[src/rtl/uart_tx_fifo.sv]
`timescale 1ns/1ps
`default_nettype none
// +-----------------------------------------------------------------------------+
// | Module   : uart_tx_fifo                                                     |
// | Brief    : Byte FIFO feeding a baud-rate serializer (8N1, or 8E1 when       |
// |            UART_TX_PARITY_EN is defined).                                   |
// | Revision : 1.0 - initial release                                            |
// +-----------------------------------------------------------------------------+
module uart_tx_fifo #(
  parameter int DIVISOR    = 217,
  parameter int FIFO_DEPTH = 4,
  parameter int CNT_W      = 16
) (
  input  logic       clk,
  input  logic       rst,
  input  logic [7:0] dataTX,
  input  logic       WR_TX,
  output logic       tx,
  output logic       busy,
  output logic       full,
  output logic       empty,
  output logic       overflow
);

  localparam int                c_ADDR_W   = (FIFO_DEPTH > 1) ? $clog2(FIFO_DEPTH) : 1;
  localparam logic [CNT_W-1:0]  c_BIT_LAST = CNT_W'(DIVISOR - 1);
  localparam logic [c_ADDR_W:0] c_DEPTH    = (c_ADDR_W + 1)'(FIFO_DEPTH);

  typedef enum logic [2:0] {
    S_IDLE   = 3'd0,
    S_START  = 3'd1,
    S_DATA   = 3'd2,
`ifdef UART_TX_PARITY_EN
    S_PARITY = 3'd3,
`endif
    S_STOP   = 3'd4
  } state_t;

  state_t              state_q, state_d;
  logic [CNT_W-1:0]    cnt_q, cnt_d;
  logic [2:0]          idx_q, idx_d;
  logic [7:0]          shift_q, shift_d;
  logic                tx_q, tx_d;
  logic [c_ADDR_W-1:0] rd_ptr_q, rd_ptr_d, wr_ptr_q, wr_ptr_d;
  logic [c_ADDR_W:0]   count_q, count_d;
  logic                full_q, empty_q, busy_q, ovf_q;
  logic [7:0]          mem_q [FIFO_DEPTH];
`ifdef UART_TX_PARITY_EN
  logic                parity_q, parity_d;
`endif

  logic w_wr_acc, w_bit_end, w_pop;

  assign w_wr_acc  = WR_TX && !full_q;
  assign w_bit_end = (cnt_q == c_BIT_LAST);

  always_comb begin
    state_d = state_q;
    cnt_d   = w_bit_end ? '0 : cnt_q + CNT_W'(1);
    idx_d   = idx_q;
    shift_d = shift_q;
    w_pop   = 1'b0;
`ifdef UART_TX_PARITY_EN
    parity_d = parity_q;
`endif
    case (state_q)
      S_IDLE: begin
        cnt_d = '0;
        if (!empty_q) begin
          w_pop   = 1'b1;
          state_d = S_START;
        end
      end
      S_START: begin
        if (w_bit_end) begin
          state_d = S_DATA;
          idx_d   = 3'd0;
        end
      end
      S_DATA: begin
        if (w_bit_end) begin
          shift_d = {1'b0, shift_q[7:1]};
          idx_d   = idx_q + 3'd1;
          if (idx_q == 3'd7) begin
`ifdef UART_TX_PARITY_EN
            state_d = S_PARITY;
`else
            state_d = S_STOP;
`endif
          end
        end
      end
`ifdef UART_TX_PARITY_EN
      S_PARITY: begin
        if (w_bit_end) state_d = S_STOP;
      end
`endif
      S_STOP: begin
        // Chain straight into the next start bit so queued frames leave no idle gap.
        if (w_bit_end) begin
          if (!empty_q) begin
            w_pop   = 1'b1;
            state_d = S_START;
          end else begin
            state_d = S_IDLE;
          end
        end
      end
      default: state_d = S_IDLE;
    endcase

    if (w_pop) begin
      shift_d = mem_q[rd_ptr_q];
`ifdef UART_TX_PARITY_EN
      parity_d = ^mem_q[rd_ptr_q];
`endif
    end

    // The line level is registered from the next state so tx never glitches.
    case (state_d)
      S_START:  tx_d = 1'b0;
      S_DATA:   tx_d = shift_d[0];
`ifdef UART_TX_PARITY_EN
      S_PARITY: tx_d = parity_d;
`endif
      default:  tx_d = 1'b1;
    endcase

    rd_ptr_d = w_pop    ? rd_ptr_q + c_ADDR_W'(1) : rd_ptr_q;
    wr_ptr_d = w_wr_acc ? wr_ptr_q + c_ADDR_W'(1) : wr_ptr_q;
    count_d  = count_q;
    if (w_wr_acc && !w_pop)      count_d = count_q + (c_ADDR_W + 1)'(1);
    else if (!w_wr_acc && w_pop) count_d = count_q - (c_ADDR_W + 1)'(1);
  end

  always_ff @(posedge clk or posedge rst) begin
    if (rst) begin
      state_q  <= S_IDLE;
      cnt_q    <= '0;
      idx_q    <= 3'd0;
      shift_q  <= 8'd0;
      tx_q     <= 1'b1;
      rd_ptr_q <= '0;
      wr_ptr_q <= '0;
      count_q  <= '0;
      full_q   <= 1'b0;
      empty_q  <= 1'b1;
      busy_q   <= 1'b0;
      ovf_q    <= 1'b0;
`ifdef UART_TX_PARITY_EN
      parity_q <= 1'b0;
`endif
    end else begin
      state_q  <= state_d;
      cnt_q    <= cnt_d;
      idx_q    <= idx_d;
      shift_q  <= shift_d;
      tx_q     <= tx_d;
      rd_ptr_q <= rd_ptr_d;
      wr_ptr_q <= wr_ptr_d;
      count_q  <= count_d;
      full_q   <= (count_d == c_DEPTH);
      empty_q  <= (count_d == '0);
      busy_q   <= (state_d != S_IDLE) || (count_d != '0);
      ovf_q    <= WR_TX && full_q;
`ifdef UART_TX_PARITY_EN
      parity_q <= parity_d;
`endif
    end
  end

  // Storage needs no reset: pointers and count alone define what is queued.
  always_ff @(posedge clk) begin
    if (w_wr_acc) mem_q[wr_ptr_q] <= dataTX;
  end

  assign tx       = tx_q;
  assign busy     = busy_q;
  assign full     = full_q;
  assign empty    = empty_q;
  assign overflow = ovf_q;

endmodule
`default_nettype wire

[config.mk]
export PLATFORM = sky130hd
export DESIGN_NAME = uart_tx_fifo
export DESIGN_NICKNAME = d
export VERILOG_FILES = /design/src/rtl/uart_tx_fifo.sv
export SDC_FILE = /design/constraint.sdc
export NUM_CORES = 1
export LEC_CHECK = 0
export ABC_AREA = 1
export CAP_MARGIN = 10
export CELL_PAD_IN_SITES_DETAIL_PLACEMENT = 2
export CELL_PAD_IN_SITES_GLOBAL_PLACEMENT = 2
export CORE_ASPECT_RATIO = 0.9
export CORE_MARGIN = 2
export CORE_UTILIZATION = 35
export CTS_BUF_LIST = sky130_fd_sc_hd__clkbuf_8 sky130_fd_sc_hd__clkbuf_16
export DETAILED_ROUTE_END_ITERATION = 7
export GPL_ROUTABILITY_DRIVEN = 0
export PLACE_DENSITY_LB_ADDON = 0.1
export SKIP_CTS_REPAIR_TIMING = 1
export SLEW_MARGIN = 20
export SYNTH_ARGS = -nofsm -noshare
export SYNTH_HDL_FRONTEND = slang
export SYNTH_SLANG_ARGS = --single-unit
[constraint.sdc]
create_clock -name clk -period 1.6 [get_ports clk]
set_input_delay 0.32 -clock clk [delete_from_list [all_inputs] [get_ports clk]]
set_output_delay 0.32 -clock clk [all_outputs]
set_load 0.03 [all_outputs]
# Yosys cells after proc, flatten, opt, wreduce, memory -nomap -nowiden
# Memories as Yosys holds them, arrays and structs flattened.
# Cells that the tools add are included.
[classes]
addsub = 6
eq_ne = 10
n_reduce_logical = 17
muxes = 23
[ops]
columns = ["operator", "count"]
rows = [
  ["16-bit 2-to-1 mux", 2],
  ["3-bit 2-to-1 mux", 9],
  ["8-bit 2-to-1 mux", 3],
  ["16-bit by 1-bit adder with 16-bit output, second input constant", 1],
  ["16-bit by 8-bit equality test with 1-bit output, second input constant", 1],
  ["3-bit case mux with 4 select lines", 1],
  ["3-bit equality test, second input constant", 3],
  ["3-bit by 1-bit adder with 3-bit output, second input constant", 2],
  ["3-bit by 1-bit equality test with 1-bit output, second input constant", 2],
  ["3-bit by 2-bit equality test with 1-bit output, second input constant", 2],
  ["3-bit zero test", 2],
  ["3-bit case mux with 2 select lines", 1],
  ["2-bit nonzero test", 3],
  ["3-bit nonzero test", 2],
  ["1-bit 2-to-1 mux", 5],
  ["2-bit by 1-bit adder with 2-bit output, second input constant", 2],
  ["1-bit logical AND", 4],
  ["2-bit inequality test, second input constant", 2],
  ["1-bit case mux with 2 select lines", 2],
  ["1-bit zero test", 3],
  ["3-bit AND reduction", 1],
  ["3-bit by 1-bit subtractor with 3-bit output, second input constant", 1],
  ["2-bit AND reduction", 1],
  ["1-bit logical OR", 1],
]
[word_totals]
inputBits = 11
mem_count = 1
out_inout_bits = 5
elab_cells = 70
register_bits = 42
ram_bits = 32
[mem_list]
columns = ["name", "words", "word_bits", "rd", "rd_ports_with_merged_regs", "write_ports", "line_no", "text"]
rows = [
  ["mem_q", 4, 8, 1, 0, 1, "47", "logic [7:0] mem_q [FIFO_DEPTH];"],
]

# Logic depth before layout (Yosys ltp)
# Gate-level depths: netlist of run 1.
[depth]
depth_word = 8
ltp_mapped = 13
depth_no_buf = 13

# Least setup slack after synthesis of run 1
# No wires, ideal clock.
[synth_path]
path_kind = "reg2reg"
startpoint = "register full_q (netlist: full)"
endpoint = "memory mem_q[0][0], enable pin"
setup_time_ns = 0.371
arrival_time_ns = 1.306
stages_incl_launch_ff = 4
setup_slack_ns = -0.076
path_buffers = 0
period_less_slack_ns = 1.676
t_required_ns = 1.229
cell_sequence = "dfrtp_1 > nor2_4 > inv_1 > nor2_1"
[synth_via]
elab_chain_cells = 4
[synth_lines]
columns = ["item", "line_no", "text"]
rows = [
  ["from (decl)", "46", "logic full_q, empty_q, busy_q, ovf_q;"],
  ["from (signal assigned)", "162", "full_q <= (count_d == c_DEPTH);"],
  ["1-bit zero test", "54", "assign w_wr_acc = WR_TX && !full_q;"],
  ["1-bit logical AND", "54", ""],
  ["1-bit 2-to-1 mux", "174", "if (w_wr_acc) mem_q[wr_ptr_q] <= dataTX;"],
  ["1-bit 2-to-1 mux (not written as such)", "174", ""],
  ["to (decl)", "47", ""],
]
# Every way passes these cells.

# Final worst setup path of run 1
[layout_path]
startpoint = "register cnt_q[0]"
endpoint = "register tx_q (netlist: tx)"
[layout_via]
elab_chain_cells = 5
elab_cells_between_ends = 13
cone_classes = "eq/ne: 3; mux: 10"
[layout_lines]
columns = ["item", "line_no", "text"]
rows = [
  ["from (decl)", "40", "logic [CNT_W-1:0] cnt_q, cnt_d;"],
  ["from (signal assigned)", "155", "cnt_q <= cnt_d;"],
  ["16-bit by 8-bit equality test with 1-bit output *", "55", "assign w_bit_end = (cnt_q == c_BIT_LAST);"],
  ["1-bit 2-to-1 mux or 8-bit 2-to-1 mux (tied branches)", "100, 81", ""],
  ["1-bit case mux with 2 select lines or 8-bit 2-to-1 mux (tied branches)", "66", "case (state_q)"],
  ["8-bit 2-to-1 mux *", "112", "if (w_pop) begin"],
  ["named net shift_d[0]", "42", "logic [7:0] shift_q, shift_d;"],
  ["1-bit case mux with 2 select lines *", "120", "case (state_d)"],
  ["named net tx_d", "43", "logic tx_q, tx_d;"],
  ["to (signal assigned)", "158", "tx_q <= tx_d;"],
  ["to (decl)", "43", ""],
]
# Mark *: on every way through the listed nets, which the timed path passes. The rest lies on a longest branch. The select of a mux whose other input is x is not followed.
# A chain may end at the register's enable or synchronous reset.

==> flow_summary_export.csv, run 1 <==
group,metric,value,unit
run_status,status,"finished with violations",
run_status,violations,"negative setup slack",
global_route,globalRoute.totalOverflow,0,
synth,yosys-top-cells-area,"dfrtp_1, edfxtp_1, nand2_1, nor2_1, inv_1",
floorplanning,boundaryPins,16,
synth,dominant_cell_type_by_area_after_synthesis,"dfrtp_1",
pwr,portion_of_total_power_attributed_to_the_clock_network,29.5,%
floorplanning,floorplan.rows,34,
sta,timing_hold_violations_final,0,
pwr,p_leak,0.00216,uW
pwr,pwr-share-comb,21.8,%
synth,syn_avg_cell_area,9.78,sq um
critical_path,timing.critical_path.from_type,"flip-flop",
synth,synth_sequential_area_ratio,57.8,%
drt,drt_pass1_iterations,4,
sta,unrepaired_setup_endpoints_after_global_routing,"yes",
job,maximum_capacitance_violations,0,
synth,synth-edff-count,32,
synth,synthesis.nets,377,
pwr,power.net_switching,1660,uW
drt,totalWireLength,11100,microns
sta,timing.final.ws_setup,-263,ps
floorplanning,core_area,9660,sq um
synth,async_reset_ff_share,56.8,%
floorplanning,design.die.area,10800,sq um
finish,fill_cells,1004,
global_route,grt_overall_usage,20.1,%
synth,ys_seq_elements,74,
critical_path,worst-setup-path-type,"reg -> reg",
drt,wire_per_inst,19.2,microns
global_route,grt_max_degree,43,
sta,period_minus_slack,1860,ps
sta,hold_slack,298,ps
finish,regArea,2010,sq um
sta,final-setup-viol-count,25,
clock_tree,clk_pin_slew,90,ps
finish,multiInputGateArea,1520,sq um
synth,synth_commonest_cells,"nand2_1, nor2_1, dfrtp_1, inv_1, edfxtp_1",
hold_path,worstHoldPathType,"in -> async",
clock_tree,root_cell_of_the_clock_tree,"clkbuf_8",
critical_path,r2r-end,"tx",
clock_tree,tritoncts,"built",
pwr,reg_power_share,48.7,%
sta,max_slew_margin,59.2,%
drt,routed_via_density,5.00,
critical_path,worst_reg2reg_path_depth,12,
critical_path,cp_data_arrival_time,2170,ps
clock_tree,clk-insertion-delay-late,370,ps
floorplanning,floorplan.die.height,98.6,microns
drt,remaining_drc_errors,0,
finish,number_of_antenna_diodes,0,
synth,synth.cell_area,3480,sq um
placed_design,post_dp_cell_area,4210,sq um
sta,worst-slew-pin-transition,613,ps
sta,maxSlewViolCount,0,
global_route,grt_first_pass_wirelength,16300,microns
global_route,use_met1,25.2,%
synth,synth_cell_type_count,36,
clock_tree,tritoncts.num_buffers,9,
critical_path,worstPathRequired,1910,ps
global_route,gr-usage-met2,34.3,%
placed_design,portBuffers,15,
clock_tree,ctsHtreeMaxLevel,3,
pwr,power-per-cell-area,1030,nW/um^2
critical_path,critical_path.reg2reg.startpoint,"cnt_q[0]",
drt,vias,2891,
pwr,irDropWorstVdd,0.000613,V
finish,layout-drive-gt1-share,37.2,%
sta,fin_worst_skew,12.3,ps
synth,post_synth_inst_count,356,
finish,postLayoutCellArea,4810,sq um
drt,postRouteAntennaNets,0,
drt,drtIter0Drc,65,
global_route,antenna_violations_before_repair,0,
global_route,gr-usage-met3,5.03,%
finish,synthToLayoutAreaGrowth,38.0,%
critical_path,cp_max_fo,3,
placed_design,detailed_place_hpwl,7190,microns
synth,yosys.area.top_type_share,28.7,%
pwr,cell_internal_power,3280,uW
clock_tree,numClockSinks,74,
finish,design.final.nets,468,
critical_path,critPathCaptureType,"flip-flop",
critical_path,ff2ff_setup_slack,-260,ps
synth,ys.warnings.count,0,
floorplanning,floorplan.initialDensity,36.1,%
global_route,top_usage_layer,"met2",
pwr,swShare,33.5,%
sta,timing.final.crit_share,116,%
sta,fmax,537,MHz
clock_tree,cts_buffer_depth,2,
synth,synth_flop_cell,"dfrtp_1",
global_route,first_global_vias,3265,
floorplanning,die_x,109,microns
-- routing by layer --
| metal | vias to the layer above | share of wire, % |
|---|---|---|
| met2 | 44 | 53 |
| li1 | 1349 | - |
| met3 | 14 | 2.8 |
| met4 | 0 | 1.7 |
| met5 | - | 0 |
| met1 | 1484 | 43 |
-- through the flow --
stage               utilization (%)  power [uW]  worst slack (ps)  TNS (ps)  cells
global route                   49.8        5210              -386     -6890    578
detailed placement             43.6        3420              -265     -7900    549
CTS                            45.5        4870              -321     -3940    565
global placement               43.6        3330              -164     -3360    549
floorplan                         -        3030             -76.5     -2450    356
finish                         49.8        4940              -263     -3210    578
-- flip-flops by register name, indices dropped and copies added (netlist names) --
| name | cells |
|---|---|
| rd_ptr_q | 2 |
| busy | 1 |
| state_q | 3 |
| idx_q | 3 |
| empty | 1 |
| tx | 1 |
| overflow | 1 |
| full | 1 |
| count_q | 3 |
| shift_q | 8 |
| cnt_q | 16 |
| wr_ptr_q | 2 |
| mem_q | 32 |
-- placed cells by master (no fill, tap or decap), types with 9 or more instances in the layout --
master / instances
buf_4: 56
nand2_1: 47
nor2_1: 44
dfrtp_1: 40
inv_1: 34
edfxtp_1: 32
o21ai_0: 17
nand2_2: 12
buf_6: 12
a21oi_1: 11
nor2_2: 10
clkdlybuf4s50_1: 10
nand3_1: 9
clkbuf_8: 9
-- worst max-delay path: stages (launching register included) --
cell     delay (ps)
dfrtp_1         420
inv_2            80
ha_4            140
buf_6            90
nand4_1          80
nor2_1          170
nand2_2         100
nor2_4          190
buf_4           140
o21ai_2          50
o21ai_2         170
nand2_1          70
nand2_1          90
-- worst max-delay path by stage --
stage	from	endpoint	slack, ps	cells after the start
2_1_floorplan	full	mem_q[0][0]	-80	3
4_1_cts	empty	empty	-320	1
3_5_place_dp	cnt_q[1]	shift_q[5]	-260	11
6_report	cnt_q[0]	tx	-260	12
5_1_grt	cnt_q[0]	tx	-390	12
3_3_place_gp	cnt_q[0]	shift_q[5]	-160	11
-- power by group through the flow --
stage | clock (uW) | sequential, uW | combinational, uW
CTS | 1490 | 2400 | 986
finish | 1460 | 2400 | 1080
detailed placement | 0 | 2440 | 976
floorplan | 0 | 2430 | 599
global placement | 0 | 2430 | 905
global route | 1570 | 2430 | 1210
-- layout make-up --
cell class,instances,area share [%]
repair buffers,84,15.4
inverters,47,3.93
flip-flops and latches,74,41.9
multi-input cells,231,31.6
clock buffers,9,2.58
clock inverters,7,1.35
well taps,126,3.28
-- logic make-up (layout without fill, tap and decap cells) --
| logic type | count (synthesis) | count (layout) | share of synthesized area [%] |
|---|---|---|---|
| compound gates | 53 | 53 | 8.55 |
| xor+xnor | 7 | 7 | 1.76 |
| fa+ha+maj | 10 | 10 | 3.59 |
| buf+inv | 51 | 147 | 5.53 |
| flops | 74 | 74 | 57.8 |
| simple gates | 161 | 161 | 22.7 |
Note: power is estimated with default switching activity, not from simulation.
==> run 2: changes to the inputs <==
--- a/config.mk
+++ b/config.mk
@@ -6,6 +6,7 @@
 export NUM_CORES = 1
 export LEC_CHECK = 0
 export ABC_AREA = 1
+export ABC_CLOCK_PERIOD_IN_PS = 1600
 export CAP_MARGIN = 10
 export CELL_PAD_IN_SITES_DETAIL_PLACEMENT = 2
 export CELL_PAD_IN_SITES_GLOBAL_PLACEMENT = 2
@@ -13,6 +14,7 @@
 export CORE_MARGIN = 2
 export CORE_UTILIZATION = 35
 export CTS_BUF_LIST = sky130_fd_sc_hd__clkbuf_8 sky130_fd_sc_hd__clkbuf_16
+export CTS_CLUSTER_SIZE = 30
 export DETAILED_ROUTE_END_ITERATION = 7
 export GPL_ROUTABILITY_DRIVEN = 0
 export PLACE_DENSITY_LB_ADDON = 0.1
==> results of run 2 <==
No change in the layout: final DEF, timing and power equal those of run 1.
